$ cat src/rtl/uart_rx_if.sv
// Signal bundle between the 8N1 receiver, its 16x baud tick source and the byte consumer.
interface uart_rx_if;
  localparam int unsigned DataW = 8;

  logic             i_tick16;
  logic             i_rxd;
  logic [DataW-1:0] o_data;
  logic             o_valid;
  logic             o_frame_err;
  logic             o_busy;

  // Receiver side.
  modport slave (
    input  i_tick16,
    input  i_rxd,
    output o_data,
    output o_valid,
    output o_frame_err,
    output o_busy
  );

  // Line driver / byte consumer side.
  modport master (
    output i_tick16,
    output i_rxd,
    input  o_data,
    input  o_valid,
    input  o_frame_err,
    input  o_busy
  );
endinterface

$ cat src/rtl/uart_rx.sv
// 8N1 UART receiver: 16x oversampling, 3-sample majority per bit, one-cycle
// valid / framing-error strobes, break lockout until the line returns high.
module uart_rx (
  input  logic      i_clk,
  input  logic      i_reset,
  uart_rx_if.slave  bus
);
  localparam int unsigned DataW = 8;
  localparam int unsigned TickW = 4;
  localparam int unsigned BitW  = 3;
  localparam int unsigned SampW = 2;

  localparam logic [TickW-1:0] TickSamp0 = TickW'(7);
  localparam logic [TickW-1:0] TickSamp1 = TickW'(8);
  localparam logic [TickW-1:0] TickVote  = TickW'(9);
  localparam logic [TickW-1:0] TickLast  = TickW'(15);
  localparam logic [BitW-1:0]  BitLast   = BitW'(7);

  typedef enum logic [2:0] {
    ST_IDLE      = 3'd0,
    ST_START     = 3'd1,
    ST_DATA      = 3'd2,
    ST_STOP      = 3'd3,
    ST_WAIT_HIGH = 3'd4
  } state_e;

  state_e             state_q, state_d;
  logic               rxd_meta_q, rxd_meta_d;
  logic               rxd_s_q, rxd_s_d;
  logic [TickW-1:0]   tick_cnt_q, tick_cnt_d;
  logic [BitW-1:0]    bit_cnt_q, bit_cnt_d;
  logic [DataW-1:0]   shift_q, shift_d;
  logic [DataW-1:0]   data_q, data_d;
  logic [SampW-1:0]   samp_q, samp_d;
  logic               valid_q, valid_d;
  logic               ferr_q, ferr_d;

  logic               timing;
  logic               tick_in;
  logic [TickW-1:0]   tick_idx;
  logic               at_samp0;
  logic               at_samp1;
  logic               at_vote;
  logic               at_last;
  logic               vote;

  // Tick decode. In START the detect tick was already tick 0, so the counter
  // holds the last consumed tick; elsewhere it holds the tick about to be seen.
  always_comb begin
    rxd_meta_d = bus.i_rxd;
    rxd_s_d    = rxd_meta_q;
    timing     = (state_q == ST_START) || (state_q == ST_DATA) || (state_q == ST_STOP);
    tick_idx   = (state_q == ST_START) ? tick_cnt_q + TickW'(1) : tick_cnt_q;
    tick_in    = bus.i_tick16 && timing;
    at_samp0   = tick_in && (tick_idx == TickSamp0);
    at_samp1   = tick_in && (tick_idx == TickSamp1);
    at_vote    = tick_in && (tick_idx == TickVote);
    at_last    = tick_in && (tick_idx == TickLast);
    vote       = (samp_q[0] & samp_q[1]) | (samp_q[0] & rxd_s_q) | (samp_q[1] & rxd_s_q);
  end

  // Two-flop synchronizer, idles high out of reset.
  always_ff @(posedge i_clk or negedge i_reset) begin
    if (!i_reset) begin
      rxd_meta_q <= 1'b1;
      rxd_s_q    <= 1'b1;
    end else begin
      rxd_meta_q <= rxd_meta_d;
      rxd_s_q    <= rxd_s_d;
    end
  end

  // State register.
  always_ff @(posedge i_clk or negedge i_reset) begin
    if (!i_reset) begin
      state_q <= ST_IDLE;
    end else begin
      state_q <= state_d;
    end
  end

  // Next-state logic; unused encodings fall back to IDLE.
  always_comb begin
    state_d = state_q;
    case (state_q)
      ST_IDLE: begin
        if (bus.i_tick16 && !rxd_s_q) state_d = ST_START;
      end
      ST_START: begin
        if (at_vote && vote)  state_d = ST_IDLE;
        else if (at_last)     state_d = ST_DATA;
      end
      ST_DATA: begin
        if (at_last && (bit_cnt_q == BitLast)) state_d = ST_STOP;
      end
      ST_STOP: begin
        if (at_vote) state_d = vote ? ST_IDLE : ST_WAIT_HIGH;
      end
      ST_WAIT_HIGH: begin
        if (rxd_s_q) state_d = ST_IDLE;
      end
      default: state_d = ST_IDLE;
    endcase
  end

  // Datapath and strobe next values.
  always_comb begin
    tick_cnt_d = tick_cnt_q;
    bit_cnt_d  = bit_cnt_q;
    shift_d    = shift_q;
    samp_d     = samp_q;
    data_d     = data_q;
    valid_d    = 1'b0;
    ferr_d     = 1'b0;

    if (at_samp0) samp_d[0] = rxd_s_q;
    if (at_samp1) samp_d[1] = rxd_s_q;
    if (tick_in)  tick_cnt_d = (state_q == ST_START) ? tick_idx : tick_cnt_q + TickW'(1);

    case (state_q)
      ST_DATA: begin
        if (at_vote) shift_d   = {vote, shift_q[DataW-1:1]};
        if (at_last) bit_cnt_d = bit_cnt_q + BitW'(1);
      end
      ST_STOP: begin
        if (at_vote) begin
          if (vote) begin
            data_d  = shift_q;
            valid_d = 1'b1;
          end else begin
            ferr_d  = 1'b1;
          end
        end
      end
      default: ;
    endcase

    // Each state entry restarts bit timing from tick 0.
    if (state_d != state_q) begin
      tick_cnt_d = '0;
      if (state_d == ST_DATA) bit_cnt_d = '0;
    end
  end

  always_ff @(posedge i_clk or negedge i_reset) begin
    if (!i_reset) begin
      tick_cnt_q <= '0;
      bit_cnt_q  <= '0;
      shift_q    <= '0;
      samp_q     <= '0;
      data_q     <= '0;
      valid_q    <= 1'b0;
      ferr_q     <= 1'b0;
    end else begin
      tick_cnt_q <= tick_cnt_d;
      bit_cnt_q  <= bit_cnt_d;
      shift_q    <= shift_d;
      samp_q     <= samp_d;
      data_q     <= data_d;
      valid_q    <= valid_d;
      ferr_q     <= ferr_d;
    end
  end

  assign bus.o_data      = data_q;
  assign bus.o_valid     = valid_q;
  assign bus.o_frame_err = ferr_q;
  assign bus.o_busy      = (state_q != ST_IDLE);
endmodule

$ cat src/flat_wrapper.sv
// flat-port wrapper written by rule: the top's interface ports become plain ports
module uart_rx_flat 
  (i_clk, i_reset, bus_i_tick16, bus_i_rxd, bus_o_data, bus_o_valid, bus_o_frame_err, bus_o_busy);
  uart_rx_if bus_i ();
  input  logic i_clk;
  input  logic i_reset;
  input wire logic [$bits(bus_i.i_tick16)-1:0] bus_i_tick16;
  input wire logic [$bits(bus_i.i_rxd)-1:0] bus_i_rxd;
  output wire logic [$bits(bus_i.o_data)-1:0] bus_o_data;
  output wire logic [$bits(bus_i.o_valid)-1:0] bus_o_valid;
  output wire logic [$bits(bus_i.o_frame_err)-1:0] bus_o_frame_err;
  output wire logic [$bits(bus_i.o_busy)-1:0] bus_o_busy;
  assign bus_i.i_tick16 = bus_i_tick16;
  assign bus_i.i_rxd = bus_i_rxd;
  assign bus_o_data = bus_i.o_data;
  assign bus_o_valid = bus_i.o_valid;
  assign bus_o_frame_err = bus_i.o_frame_err;
  assign bus_o_busy = bus_i.o_busy;
  uart_rx u_core (.i_clk(i_clk), .i_reset(i_reset), .bus(bus_i));
endmodule
$ cat config.mk
export PLATFORM = sky130hd
export DESIGN_NAME = uart_rx_flat
export DESIGN_NICKNAME = d
export VERILOG_FILES = /design/src/rtl/uart_rx_if.sv /design/src/rtl/uart_rx.sv /design/src/flat_wrapper.sv
export SDC_FILE = /design/constraint.sdc
export NUM_CORES = 1
export LEC_CHECK = 0
export BUFFER_PORTS_ARGS = -buffer_cell sky130_fd_sc_hd__buf_2
export CORE_UTILIZATION = 45
export CTS_CLUSTER_SIZE = 40
export DETAILED_ROUTE_END_ITERATION = 10
export PLACE_DENSITY = 0.66
export SLEW_MARGIN = 25
export SYNTH_ARGS = -nofsm -noshare
export SYNTH_HDL_FRONTEND = slang
export SYNTH_SLANG_ARGS = --single-unit
$ cat constraint.sdc
create_clock -name i_clk -period 3 [get_ports i_clk]
set_input_delay 0 -clock i_clk [delete_from_list [all_inputs] [get_ports i_clk]]
set_output_delay 0 -clock i_clk [all_outputs]
set_load 0.05 [all_outputs]
==> impl_metrics.yaml <==
sta:
  fin_skew_ns: 0.00420
  rsz0062_at_grt: "false"
  hold_slack_ns: 0.177
  setup_viol: 0
  fin_setup_tns_ns: 0
  worst_pin_slew_ns: 0.712
  relSlewSlack_pct: 52.5
  final-hold-violation-count: 0
  max_freq_mhz: 357
  period_share_pct: 93.3
  period_needed_ns: 2.80
  worst_slack_ns: 0.200
  slew_viol_final: 0
synth:
  synth.top_cell.area_share_pct: 46.1
  synth-seq-area-share_pct: 49.3
  async_flop_share_pct: 100
  synth-edff-count: 0
  ys_warn_count: 0
  synth_seq_cells: 32
  synthFlopType: "dfrtp_1"
  ys_types: 48
  yosys.area.top_type: "dfrtp_1"
  synth_fp_nets: 141
  synth_cells: 133
  syn_area_sq_um: 1630
  synth.area.top_cells: "dfrtp_1, mux2_4, mux2_2"
  syn_avg_cell_area_sq_um: 12.2
route:
  post-route-drc-count: 0
  drtAntennaViolNets: 0
  avgRoutedWirePerCell_um: 14.9
  vias_per_cell: 5.41
  vias: 1098
  detail_route.first_pass.iterations: 5
  totalWireLength_mm: 3.03
  drt-initial-drc-count: 19
worst_setup_path:
  crit_family: "simple AND/OR/NAND/NOR gates"
  rrSetupSlack_ns: 0.20
  required_ns: 3.22
  cp.buffers_inverters: 1
  crit_path_max_incr_delay_ns: 0.57
  slowest_stage: "or4_4"
  cp-end-kind: "flip-flop"
  start_kind: "flip-flop"
  critPathMaxFanout: 8
  crit_arrival_ns: 3.02
  worst-setup-path-type: "flip-flop to flip-flop"
  cp_cell_sequence: "or3b_1 -> ha_1 -> inv_1 -> nor3_1 -> o2111ai_2 -> or4_4 -> mux2_4"
placement:
  pre_cts_ws_ns: 0.0508
  gp_congestion: 0.897
  port_buffers: 14
  postPlaceCellArea_sq_um: 1760
  place_hpwl_mm: 2.11
global_route:
  grt_pass1_vias: 1146
  grt_overflow_total: 0
  track_usage_pct: 18.5
  antenna_found_initial: 0
  grt_max_degree: 33
  grt_pass1_wl_mm: 5.47
clock_network:
  cts_sinks: 32
  cts_buffer_depth: 2
  numCtsBuffers: 5
  clkLatencyLatePin_ns: 0.33
  cts_tree: "yes"
  post_cts_buffers: 0
  clk_pin_slew_ns: 0.10
  cts_max_level: 2
  cts_root_buffer: "clkbuf_4"
floorplanning:
  initial_core_util_pct: 48.0
  rows: 21
  coreArea_sq_um: 3390
  fp.dieW_um: 62.1
  pin_count: 15
  dieArea_sq_um: 3860
  fp.dieH_um: 62.1
min_path:
  hold_path.class: "input pin to flip-flop"
status:
  status: "finished clean"
power_and_ir_drop:
  leakagePower_nw: 0.911
  max-vdd-ir-drop_uv: 317
  p_per_area_nw_per_um2: 701
cells_and_area:
  nets: 164
  area_growth_pct: 14.1
  final_util_pct: 54.8
  mostFrequentLayoutCell: "dfrtp_1"
  stdcell_area_sq_um: 1860
  drive_gt1_share_pct: 33.8
  mostFrequentLayoutCells: "dfrtp_1, buf_2, mux2_2"
  diodes: 0
flow_run:
  drv_cap: 0
-- power by group --
part	switching (mW)	internal [mW]	total, mW	leakage (nW)
clock network	0.145	0.175	0.319	0.0422
registers	0.0490	0.474	0.523	0.431
logic	0.277	0.184	0.461	0.438
-- path summary, 6_finish.rpt --
check | end | from | cells past startpoint
min | u_core.state_q[0] | bus_i_tick16 | 5
max in group asynchronous | u_core.samp_q[0] | i_reset | 2
max | u_core.shift_q[6] | u_core.state_q[1] | 7
min reg2reg | u_core.rxd_s_q | u_core.rxd_meta_q | 0
max reg2reg | u_core.shift_q[6] | u_core.state_q[1] | 7
min in group asynchronous | u_core.tick_cnt_q[1] | i_reset | 2
-- sequential cells by signal, summed over array words and instances (netlist names) --
| name | count |
|---|---|
| u_core.bit_cnt_q | 3 |
| u_core.bus.o_data | 8 |
| u_core.bus.o_frame_err | 1 |
| u_core.bus.o_valid | 1 |
| u_core.rxd_meta_q | 1 |
| u_core.rxd_s_q | 1 |
| u_core.samp_q | 2 |
| u_core.shift_q | 8 |
| u_core.state_q | 3 |
| u_core.tick_cnt_q | 4 |
-- cell usage after synthesis, types with 3 or more instances --
cell,count
inv_1,5
o2bb2ai_1,3
mux2_2,10
dfrtp_1,30
mux2_4,8
nor2_1,9
nand2_1,4
nor3_1,3
xnor2_1,4
a21oi_1,4
ha_1,4
-- logic make-up (layout without fill, tap and decap cells) --
| kind of cell | count (synthesis) | count (layout) | share of synthesized area (%) |
|---|---|---|---|
| and+or+nand+nor | 38 | 38 | 14.1 |
| buffers and inverters | 10 | 34 | 3.31 |
| muxes | 20 | 20 | 16.3 |
| adders and majority gates | 5 | 5 | 3.69 |
| DFF | 32 | 32 | 49.3 |
| AOI/OAI and AO/OA | 23 | 23 | 10.6 |
| xor gates and xnor gates | 5 | 5 | 2.69 |
-- worst reg2reg max path: stages, from the launching register on --
cell       delay, ns
dfrtp_1         0.40
or3b_1          0.40
ha_1            0.30
inv_1           0.07
nor3_1          0.38
o2111ai_2       0.24
or4_4           0.57
mux2_4          0.33
-- timing repair --
action / 4_1_cts / 5_1_grt
hold buffers: 2 / 0
resized for setup: 0 / 1
setup endpoints to repair: 0 / 8
endpoints found under the hold margin: 31 / 0
-- layer usage --
layer	track usage, %	share of wire [%]
met3	5.88	4.6
met1	23.0	44
met5	0	0
met4	8.72	1.9
met2	29.1	50
-- stage by stage --
step                std cells  total power [mW]
floorplan                 133             0.886
global placement          193             0.971
detailed placement        193             0.984
CTS                       203              1.31
global route              203              1.39
finish                    203              1.30
-- final cells by class --
type,count,area (sq um)
Multi-Input combinational cell,91,774
Clock buffer,6,41.3
Inverter,5,18.8
Sequential cell,32,803
Clock inverter,2,35.0
Tap cell,46,57.6
Timing Repair Buffer,21,128
Fill cell,294,1530
(Power assumes the default switching activity.)
